<file path="config.mk">
export PLATFORM = sky130hd
export DESIGN_NAME = univ_register_flat
export DESIGN_NICKNAME = d
export VERILOG_FILES = /design/src/rtl/univ_register_if.sv /design/src/rtl/univ_register.sv /design/src/flat_wrapper.sv
export SDC_FILE = /design/constraint.sdc
export NUM_CORES = 1
export LEC_CHECK = 0
export CAP_MARGIN = 30
export CORE_UTILIZATION = 50
export CTS_BUF_LIST = sky130_fd_sc_hd__clkbuf_8 sky130_fd_sc_hd__clkbuf_16
export DETAILED_ROUTE_END_ITERATION = 7
export PLACE_DENSITY_LB_ADDON = 0.25
export SETUP_SLACK_MARGIN = 0.1
export SLEW_MARGIN = 15
export SYNTH_ARGS = -nofsm -noshare
export SYNTH_HDL_FRONTEND = slang
export SYNTH_SLANG_ARGS = --single-unit
</file>
<file path="constraint.sdc">
create_clock -name clk -period 1.9 [get_ports clk]
set_input_delay 0.38 -clock clk [delete_from_list [all_inputs] [get_ports clk]]
set_output_delay 0.38 -clock clk [all_outputs]
set_load 0.02 [all_outputs]
</file>
<file path="src/rtl/univ_register_if.sv">
`default_nettype none
// ---------------------------------------------------------------------------
// Module   : univ_register_if
// Brief    : Control/data bundle between a requester and univ_register.
//            The master drives the operation requests, the slave returns the
//            register value and status flags.
// Revision : 1.0 - initial release
// ---------------------------------------------------------------------------
interface univ_register_if #(
  parameter int WIDTH = 4,
  parameter int AW    = $clog2(WIDTH) + 1
) ();

  // Operation requests
  logic             cl;
  logic             ld;
  logic [WIDTH-1:0] in;
  logic             inc;
  logic             dec;
  logic             sr;
  logic             ir;
  logic             sl;
  logic             il;
  logic             rot;
  logic             ms_start;
  logic             ms_dir;
  logic [AW-1:0]    ms_amt;

  // Register value and status
  logic [WIDTH-1:0] out;
  logic             carry;
  logic             zero;
  logic             busy;
  logic             done;

  modport master (
    output cl, ld, in, inc, dec, sr, ir, sl, il, rot, ms_start, ms_dir, ms_amt,
    input  out, carry, zero, busy, done
  );

  modport slave (
    input  cl, ld, in, inc, dec, sr, ir, sl, il, rot, ms_start, ms_dir, ms_amt,
    output out, carry, zero, busy, done
  );

endinterface
`default_nettype wire

</file>
<file path="src/rtl/univ_register.sv">
`default_nettype none
// ---------------------------------------------------------------------------
// Module   : univ_register
// Brief    : Universal register: clear, load, inc/dec (wrap or saturate),
//            single-bit shifts/rotates and a multi-cycle shift sequencer.
// Revision : 1.0 - initial release
// ---------------------------------------------------------------------------
module univ_register #(
  parameter int WIDTH = 4,
  parameter int SAT   = 0,
  parameter int AW    = $clog2(WIDTH) + 1
) (
  input wire             clk,
  input wire             rst,
  univ_register_if.slave bus
);

  typedef enum logic [1:0] {
    S_IDLE  = 2'd0,
    S_SHIFT = 2'd1,
    S_DONE  = 2'd2
  } state_t;

  state_t           state_q;
  logic [WIDTH-1:0] out_q;
  logic             carry_q;
  logic             busy_q;
  logic             done_q;
  logic [AW-1:0]    cnt_q;
  logic             dir_q;
  logic             rot_q;
  logic             ir_q;
  logic             il_q;

  // Candidate results, each packed as {carry, value}
  logic [WIDTH:0]   inc_d;
  logic [WIDTH:0]   dec_d;
  logic [WIDTH:0]   sr_d;
  logic [WIDTH:0]   sl_d;
  logic [WIDTH:0]   ms_d;
  logic [AW-1:0]    amt_d;

  // One-bit shift returning {shifted-out bit, new value}; rot recirculates
  // the outgoing bit instead of taking the serial input.
  function automatic logic [WIDTH:0] shift1(
    input logic [WIDTH-1:0] v,
    input logic             left,
    input logic             rot,
    input logic             fill_r,
    input logic             fill_l
  );
    logic fill;
    if (left) begin
      fill = rot ? v[WIDTH-1] : fill_l;
      return {v[WIDTH-1], v[WIDTH-2:0], fill};
    end else begin
      fill = rot ? v[0] : fill_r;
      return {v[0], fill, v[WIDTH-1:1]};
    end
  endfunction

  // Next-value candidates for every operation; the FSM picks one.
  always_comb begin
    inc_d = {1'b0, out_q} + {{WIDTH{1'b0}}, 1'b1};
    dec_d = {1'b0, out_q} - {{WIDTH{1'b0}}, 1'b1};
    // The extra top bit flags wrap (carry out of all-ones / borrow from 0);
    // saturating mode keeps the old value but still reports the flag.
    if (SAT != 0 && inc_d[WIDTH]) begin
      inc_d = {1'b1, out_q};
    end
    if (SAT != 0 && dec_d[WIDTH]) begin
      dec_d = {1'b1, out_q};
    end
    sr_d  = shift1(out_q, 1'b0, bus.rot, bus.ir, bus.il);
    sl_d  = shift1(out_q, 1'b1, bus.rot, bus.ir, bus.il);
    ms_d  = shift1(out_q, dir_q, rot_q, ir_q, il_q);
    amt_d = (bus.ms_amt > AW'(WIDTH)) ? AW'(WIDTH) : bus.ms_amt;
  end

  // Operation sequencer: priority select in IDLE, multi-shift in SHIFT,
  // single dead cycle in DONE; busy/done are registered with the state.
  always_ff @(posedge clk or posedge rst) begin
    if (rst) begin
      state_q <= S_IDLE;
      out_q   <= '0;
      carry_q <= 1'b0;
      busy_q  <= 1'b0;
      done_q  <= 1'b0;
      cnt_q   <= '0;
      dir_q   <= 1'b0;
      rot_q   <= 1'b0;
      ir_q    <= 1'b0;
      il_q    <= 1'b0;
    end else begin
      case (state_q)
        S_IDLE: begin
          if (bus.cl) begin
            out_q   <= '0;
            carry_q <= 1'b0;
          end else if (bus.ld) begin
            out_q   <= bus.in;
            carry_q <= 1'b0;
          end else if (bus.ms_start) begin
            dir_q <= bus.ms_dir;
            rot_q <= bus.rot;
            ir_q  <= bus.ir;
            il_q  <= bus.il;
            cnt_q <= amt_d;
            // A zero-length request still produces its done pulse.
            if (amt_d == '0) begin
              state_q <= S_DONE;
              done_q  <= 1'b1;
            end else begin
              state_q <= S_SHIFT;
              busy_q  <= 1'b1;
            end
          end else if (bus.inc) begin
            out_q   <= inc_d[WIDTH-1:0];
            carry_q <= inc_d[WIDTH];
          end else if (bus.dec) begin
            out_q   <= dec_d[WIDTH-1:0];
            carry_q <= dec_d[WIDTH];
          end else if (bus.sr) begin
            out_q   <= sr_d[WIDTH-1:0];
            carry_q <= sr_d[WIDTH];
          end else if (bus.sl) begin
            out_q   <= sl_d[WIDTH-1:0];
            carry_q <= sl_d[WIDTH];
          end
        end

        S_SHIFT: begin
          if (bus.cl) begin
            // Abort: clear and drop straight back without a done pulse.
            out_q   <= '0;
            carry_q <= 1'b0;
            cnt_q   <= '0;
            busy_q  <= 1'b0;
            state_q <= S_IDLE;
          end else begin
            out_q   <= ms_d[WIDTH-1:0];
            carry_q <= ms_d[WIDTH];
            cnt_q   <= cnt_q - AW'(1);
            if (cnt_q == AW'(1)) begin
              busy_q  <= 1'b0;
              done_q  <= 1'b1;
              state_q <= S_DONE;
            end
          end
        end

        S_DONE: begin
          done_q  <= 1'b0;
          state_q <= S_IDLE;
        end

        default: begin
          busy_q  <= 1'b0;
          done_q  <= 1'b0;
          state_q <= S_IDLE;
        end
      endcase
    end
  end

  assign bus.out   = out_q;
  assign bus.carry = carry_q;
  assign bus.zero  = (out_q == '0);
  assign bus.busy  = busy_q;
  assign bus.done  = done_q;

endmodule
`default_nettype wire

</file>
<file path="src/flat_wrapper.sv">
// flat-port wrapper written by rule: the top's interface ports become plain ports
module univ_register_flat 
#(
  parameter int WIDTH = 4,
  parameter int SAT   = 0,
  parameter int AW    = $clog2(WIDTH) + 1
)
  (clk, rst, bus_cl, bus_ld, bus_in, bus_inc, bus_dec, bus_sr, bus_ir, bus_sl, bus_il, bus_rot, bus_ms_start, bus_ms_dir, bus_ms_amt, bus_out, bus_carry, bus_zero, bus_busy, bus_done);
  univ_register_if #(.WIDTH(WIDTH), .AW(AW)) bus_i ();
  input wire clk;
  input wire rst;
  input wire logic [$bits(bus_i.cl)-1:0] bus_cl;
  input wire logic [$bits(bus_i.ld)-1:0] bus_ld;
  input wire logic [$bits(bus_i.in)-1:0] bus_in;
  input wire logic [$bits(bus_i.inc)-1:0] bus_inc;
  input wire logic [$bits(bus_i.dec)-1:0] bus_dec;
  input wire logic [$bits(bus_i.sr)-1:0] bus_sr;
  input wire logic [$bits(bus_i.ir)-1:0] bus_ir;
  input wire logic [$bits(bus_i.sl)-1:0] bus_sl;
  input wire logic [$bits(bus_i.il)-1:0] bus_il;
  input wire logic [$bits(bus_i.rot)-1:0] bus_rot;
  input wire logic [$bits(bus_i.ms_start)-1:0] bus_ms_start;
  input wire logic [$bits(bus_i.ms_dir)-1:0] bus_ms_dir;
  input wire logic [$bits(bus_i.ms_amt)-1:0] bus_ms_amt;
  output wire logic [$bits(bus_i.out)-1:0] bus_out;
  output wire logic [$bits(bus_i.carry)-1:0] bus_carry;
  output wire logic [$bits(bus_i.zero)-1:0] bus_zero;
  output wire logic [$bits(bus_i.busy)-1:0] bus_busy;
  output wire logic [$bits(bus_i.done)-1:0] bus_done;
  assign bus_i.cl = bus_cl;
  assign bus_i.ld = bus_ld;
  assign bus_i.in = bus_in;
  assign bus_i.inc = bus_inc;
  assign bus_i.dec = bus_dec;
  assign bus_i.sr = bus_sr;
  assign bus_i.ir = bus_ir;
  assign bus_i.sl = bus_sl;
  assign bus_i.il = bus_il;
  assign bus_i.rot = bus_rot;
  assign bus_i.ms_start = bus_ms_start;
  assign bus_i.ms_dir = bus_ms_dir;
  assign bus_i.ms_amt = bus_ms_amt;
  assign bus_out = bus_i.out;
  assign bus_carry = bus_i.carry;
  assign bus_zero = bus_i.zero;
  assign bus_busy = bus_i.busy;
  assign bus_done = bus_i.done;
  univ_register #(.WIDTH(WIDTH), .SAT(SAT), .AW(AW)) u_core (.clk(clk), .rst(rst), .bus(bus_i));
endmodule
</file>
---- Word-level counts from Yosys, hierarchy flattened ----
Cells that the tools add are included.
word-level totals
  input bits .............................. 20
  bits in registers ....................... 16
cells by class
  equality and inequality tests ........... 13
  reductions and logical operators ........ 10
  order comparisons ....................... 1
  add/sub/neg operators ................... 3
  multiplexer cells ....................... 50
  bitwise operators ....................... 3
operators by type and width
  kind                   count
  $mux W4                8
  $mux W1                24
  $mux W3                5
  $mux W2                6
  $reduce_and A4 Y1      3
  $reduce_and A6 Y1      2
  $ne A2 B2 Y1 const B   5
  $pmux W4 S2            1
  $ne A7 B7 Y1 const B   1
  $pmux W3 S2            1
  $add A4 B1 Y5 const B  1
  $mux W5                1
  $sub A4 B1 Y5 const B  1
  $logic_not A4 Y1       1
  $ne A2 B1 Y1 const B   2
  $ne A4 B4 Y1 const B   1
  $pmux W1 S2            2
  $pmux W2 S2            1
  $eq A3 B1 Y1 const B   1
  $gt A3 B3 Y1 const B   1
  $logic_not A3 Y1       1
  $ne A3 B2 Y1 const B   1
  $not A1 Y1             3
  $pmux W1 S3            1
  other kinds (6)        6

---- Logic depth before layout (Yosys ltp) ----
Gate-level depths: netlist of run 1.
  word-level depth ........................ 9
  mapped depth ............................ 8

---- Worst setup path before layout of run 1 ----
Ideal clock, no wire load.
  path type ............................... reg2reg
  start point ............................. register u_core.out_q[0], in the netlist u_core.bus.out[0]
  end point ............................... register u_core.out_q[2], in the netlist u_core.bus.out[2]
  buffers on the path ..................... 1
  cell stages (with the launch flop) ...... 8
  slack ................................... 0.081 ns
  setup time .............................. 0.121 ns
  data required time ...................... 1.779 ns
  arrival time ............................ 1.698 ns
  cell sequence ........................... dfrtp_1 > buf_6 > inv_1 > ha_1 > a221o_1 > a221oi_1 > a2111oi_1 > o22a_1
on the way
  longest elaborated chain between the ends .. 7
RTL lines
  element                 RTL line              text
  from (decl)             univ_register.sv:25   logic [WIDTH-1:0] out_q;
  from (signal assigned)  univ_register.sv:101  out_q <= bus.in;
  from (signal assigned)  univ_register.sv:118  out_q <= inc_d[WIDTH-1:0];
  from (signal assigned)  univ_register.sv:121  out_q <= dec_d[WIDTH-1:0];
  $sub A4 B1 Y5           univ_register.sv:65   dec_d = {1'b0, out_q} - {{WIDTH{1'b0}}, 1'b1};
  $mux W4                 univ_register.sv:120  end else if (bus.dec) begin
  $mux W4 *               univ_register.sv:117  end else if (bus.inc) begin
  $mux W4 *               univ_register.sv:103  end else if (bus.ms_start) begin
  $mux W4 *               univ_register.sv:100  end else if (bus.ld) begin
  $mux W4 *               univ_register.sv:97   if (bus.cl) begin
  $pmux W4 S2 *           univ_register.sv:95   case (state_q)
Every way passes the cells marked *; elsewhere a longest branch is shown, timed or not. The select of a mux whose other input is x is not followed.
A chain may end at the register's enable or synchronous reset.

---- Worst setup path in the final report of run 1 ----
  start point ............................. register u_core.out_q[1], in the netlist u_core.bus.out[1]
  end point ............................... register u_core.out_q[2], in the netlist u_core.bus.out[2]
on the way
  longest elaborated chain between the ends .. 8
RTL lines
  element                                                RTL line
  branches (longest 7 deep; another with $sub A4 B1 Y5)  --
  $pmux W4 S2 *                                          univ_register.sv:95
Mark *: on every way between the ends. The select of a mux whose other input is x is not followed.

==> metrics.txt, run 1 <==
area of the multi-input gates 754 µm²; # diodes 0; Synth cell types 45; period utilization 0.920; Fillers 192; EDFF count, synth 0; TritonCTS buffer count 3; Final Skew 0.00507 ns; row count 17; most frequent cells in the layout clkdlybuf4s50_1 (20), buf_4 (18), dfrtp_1 (15), nor2_1 (14), o21ai_0 (14); clock buffer depth 2; Die Ht 52.2 µm; type of origin of the critical path register; register area 402 µm²; clock share of power 0.206; Pleak just under 0.8 nW; crit path capture type register; worst setup path category register to register; outcome complete, no violations; GRT Total Usage 0.282; Ys Warns 0; Power Total 1.46 mW; antenna viol nets, final 0; IO Pins 28; Syn Area/Cell 8.94 µm²; GPL Wtd Cong 0.841; initial core utilization 0.548; worst vdd ir 0.000639 V; number of global-route vias before repair 1222; Netlist Area Pre-Place 1260 µm²; Final Hold Fails 0; Syn Nets 166; Fmax approximately 570 MHz; Clock Pin Slew Worst Setup and Hold Paths approximately 0.06 ns; FF-to-FF End u_core.bus.out[2]; drt total wl 3430 µm; sequential share of power 0.346; CTS H-tree depth 1; CTS tree built; most used flip-flop cell after synthesis dfrtp_1; r2r startpoint u_core.bus.out[1]; DRC 0; initial antenna violation count 0; Worst Max-Slew Pin Slew 0.392 ns; combinational share of power 0.447; hpwl dp 2510 µm; Worst slew margin 0.738; IO buf count 27; Synth area leader dfrtp_1; # setup viols final 0; Layout area overhead 33.4%; Clk Latency, worst-skew pair 0.25 ns; path depth of the worst reg2reg path 6; Worst Hold Class primary input to async pin; internal power consumption between 0.9 and 1 mW; Placeable Area 2300 µm²; Die Wd 52.2 µm; total of max-cap violations 0; Slew Limit Fails 0; gr ovfl total 0; CP Max Fanout 5; top post-synthesis cells by area dfrtp_1 (32%), mux2i_1 (5.6%), o21ai_0 (5.6%), ha_1 (5.0%), buf_6 (4.5%); vias per inst 6.00; CTS Sinks 16; Die ar. approximately 2700 µm²; minimum clock period about 1.7 ns; clk root buf clkbuf_8; via count 1255; Hold WS between 0.3 and 0.4 ns; Power Density 869 nW/µm²; RSZ-0062 raised after global routing yes; Seq/Total Area, Yosys 0.318; net switching power 0.535 mW; register bit total from synthesis 16; most common cell after layout, fill and taps aside clkdlybuf4s50_1; post-synth top area share 0.318; flop2flop setup slack 0.15 ns; largest net degree at the start of global routing 13; Final #Nets 207; layout cells sized above 1 0.199; DR iter-0 viols 52; Synth async-reset ratio 1.00; Data required, critical path 2.04 ns; Data arrival, critical path 1.88 ns; Detailed Routing Iterations Pass 1 4; cell count after synthesis approximately 140; first-pass GRT wire length approximately 5600 µm; Switching Fraction 0.366; Wirelength per Cell 16.4 µm
[how the worst max path moves through the flow]
stage,endpoint,slack (ns),depth (start not counted),start
floorplan,u_core.bus.out[2],0.11,6,u_core.bus.out[1]
global route,u_core.bus.out[0],0.08,6,bus_rot
finish,u_core.bus.out[2],0.15,6,u_core.bus.out[1]
CTS,bus_out[2],0.11,2,u_core.bus.out[2]
detailed placement,u_core.bus.out[2],-0.18,6,bus_dec
global placement,u_core.bus.out[2],-0.11,6,bus_dec
[registers in the layout (all words and copies together), names as in the netlist]
signal,flops
u_core.state_q,2
u_core.rot_q,1
u_core.ir_q,1
u_core.il_q,1
u_core.bus.done,1
u_core.bus.carry,1
u_core.bus.busy,1
u_core.bus.out,4
u_core.cnt_q,3
u_core.dir_q,1
[layer usage]
metal	share of wire	wire length (µm)	track usage	up-vias
met5	0	0	0	-
met4	0.024	82	0.105	0
met3	0.076	259	0.0696	12
met2	0.46	1590	0.483	61
met1	0.44	1500	0.338	587
li1	-	-	-	595
[synth_stat cells (3+ instances only)]
| master | instances |
|---|---|
| a21oi_1 | 7 |
| a31oi_1 | 3 |
| buf_6 | 5 |
| dfrtp_1 | 16 |
| ha_1 | 5 |
| inv_1 | 7 |
| mux2_2 | 4 |
| mux2i_1 | 7 |
| nand2_1 | 10 |
| nand2b_1 | 3 |
| nand3_1 | 3 |
| nor2_1 | 14 |
| nor2b_1 | 3 |
| nor3_1 | 4 |
| o21ai_0 | 14 |
[power by group through the flow]
| stage | clock network [mW] | registers, mW | logic (mW) |
|---|---|---|---|
| 6_report | 0.301 | 0.506 | 0.653 |
| 5_1_grt | 0.316 | 0.518 | 0.712 |
| 4_1_cts | 0.311 | 0.501 | 0.646 |
| 3_5_place_dp | 0 | 0.507 | 0.647 |
| 3_3_place_gp | 0 | 0.499 | 0.625 |
| 2_1_floorplan | 0 | 0.538 | 0.369 |
[area by class of cell]
type	count	area share
clock buffer	4	0.0328
inverter	7	0.0156
multi-input combinational	109	0.449
sequential	16	0.239
tap	28	0.0208
timing repair buffer	45	0.243
[metrics by stage]
stage               utilization  setup TNS [ns]  cells  area [µm²]  setup slack (ns)
detailed placement        0.702          -0.413    205        1610            -0.176
global placement          0.702          -0.166    205        1610            -0.106
floorplan                     -               0    141        1260             0.106
global route              0.731               0    209        1680            0.0776
CTS                       0.724               0    209        1660             0.111
finish                    0.731               0    209        1680             0.151
[kinds of logic (layout without fill, tap and decap cells)]
| logic type | count (synthesis) | count (layout) | synth area share |
|---|---|---|---|
| simple gates | 46 | 46 | 0.189 |
| fa+ha+maj | 5 | 5 | 0.0497 |
| mux | 11 | 11 | 0.0914 |
| buf+inv | 16 | 56 | 0.0923 |
| compound gates | 47 | 47 | 0.260 |
| flops | 16 | 16 | 0.318 |
[worst max-delay path, stage by stage, from the launching register on]
cell and delay [ns]:
dfrtp_1 0.40, buf_4 0.16, ha_1 0.22, a221o_1 0.35
a221oi_2 0.24, a2111oi_1 0.08, o22a_1 0.18
[what timing repair did]
action / 4_1_cts / 5_1_grt
pin swaps: 0 / 0
resized for setup: 3 / 9
buffers inserted: 0 / 0
hold buffers: 0 / 0
setup endpoints to repair: 3 / 8
Note: power is estimated with default switching activity, not from simulation.
==> run 2: changes to the inputs <==
- HOLD_SLACK_MARGIN: default -> 0.03
==> results of run 2 <==
Final layout, timing and power as in run 1 (identical DEF).
==> run 3: changes to the inputs <==
- DONT_BUFFER_PORTS: default -> 1
==> metrics.txt, run 3 (synthesis results as in run 1) <==
TritonCTS buffer count 3; Layout area overhead 4.17%; layout cells sized above 1 0.155; # diodes 0; Setup TNS 0 ns; drt total wl 2870 µm; Pleak ~0.57 nW; hpwl dp roughly 2100 µm; Die ar. ~2700 µm²; Top delay family on crit path flip-flops; clock buffer depth 2; CTS H-tree depth 1; slowest cell on the critical path dfrtp_1; most frequent cells in the layout dfrtp_1 (15), nor2_1 (14), o21ai_0 (14), nand2_1 (10); minimum clock period 1.71 ns; Final Hold Fails 0; Final #Nets 168; CP Max Fanout 10; type of origin of the critical path register; max reg flops 4; antenna viol nets, final 0; Wirelength per Cell 16.9 µm; worst vdd ir 0.000575 V; Worst slew margin 0.600; CP cell instances buf_4 > nor2_1 > and2_1; Power Density 986 nW/µm²; Worst Max-Slew Pin Slew 0.600 ns; Clk Latency, worst-skew pair 0.25 ns; CTS tree built; IO buf count 0; Clock Pin Slew Worst Setup and Hold Paths around 0.070 ns; CP startpoint u_core.bus.out[2]; Slew Limit Fails 0; Final Skew approximately 0.0016 ns; DRC 0; Die Wd about 52 µm; vias per inst 6.40; cts-stage hold buffer count 0; GRT Total Usage 0.244; row count 17; GPL Wtd Cong 0.792; worst setup path category register to output pin; Fmax ~580 MHz; CTS Sinks 16; most common cell after layout, fill and taps aside dfrtp_1; DR iter-0 viols 25; initial antenna violation count 0; Hold WS ~0.076 ns; Detailed Routing Iterations Pass 1 4; flop2flop setup slack 0.27 ns; period utilization 0.902; Buf/Inv on CP 1; total of max-cap violations 0; r2r startpoint u_core.bus.out[1]; DP Cell Count 166; number of global-route vias before repair 1036; Placeable Area 2300 µm²; initial core utilization 0.548; first-pass GRT wire length 4780 µm; via count 1088; RSZ-0062 raised after global routing no; Worst Hold Class primary input to async pin; crit path capture type output pin; # setup viols final 0; gr ovfl total 0; Data required, critical path 1.52 ns; outcome complete, no violations; Die Ht between 50 and 60 µm; IO Pins 28; clk root buf clkbuf_8; largest net degree at the start of global routing 17; Crit path largest cell delay 0.49 ns; Non-Filler Instances 170; Data arrival, critical path ~1.3 ns
## run 3: routing by layer
metal,vias to the layer above,wire length [µm],GRT usage
met2,44,1250,0.363
li1,522,-,-
met5,-,0,0
met3,9,183,0.0435
met4,0,89,0.140
met1,513,1350,0.331
## run 3: power by group
group | internal (mW) | switching (mW)
sequential | 0.428 | 0.127
combinational | 0.197 | 0.232
clock | 0.184 | 0.126
total | 0.808 | 0.486
## run 3: timing repair
item | 4_1_cts | 5_1_grt
setup buffers | 0 | 0
hold endpoints to repair | 0 | 0
setup endpoints to repair | 0 | 1
gates resized for setup | 0 | 1
## run 3: final timing paths
check | cells after the start | to
min reg2reg | 1 | u_core.ir_q
max reg2reg | 6 | u_core.bus.out[2]
min in group clk | 1 | u_core.dir_q
max in group asynchronous | 1 | u_core.bus.out[0]
min | 1 | u_core.bus.busy
max | 3 | bus_zero
## run 3: metrics by stage
stage	util	cell area, µm²	setup slack, ns	total power [mW]
5_1_grt	0.571	1310	0.105	1.39
3_3_place_gp	0.545	1250	0.324	0.961
4_1_cts	0.569	1310	0.189	1.29
2_1_floorplan	-	1260	0.106	0.907
6_report	0.571	1310	0.187	1.29
3_5_place_dp	0.545	1250	0.250	0.979
## run 3: layout make-up
class	instances	area, µm²
timing repair buffer	6	45.0
fill	198	985
multi-input combinational	109	749
inverter	7	26.3
sequential	16	402
tap	28	35.0
clock buffer	4	55.1
## run 3: worst register-to-register path, stage by stage, from the launching register on
cell       delay (ns)
dfrtp_1          0.37
inv_1            0.09
ha_1             0.21
o221ai_1         0.24
a221oi_2         0.09
a2111oi_1        0.37
o22a_1           0.20
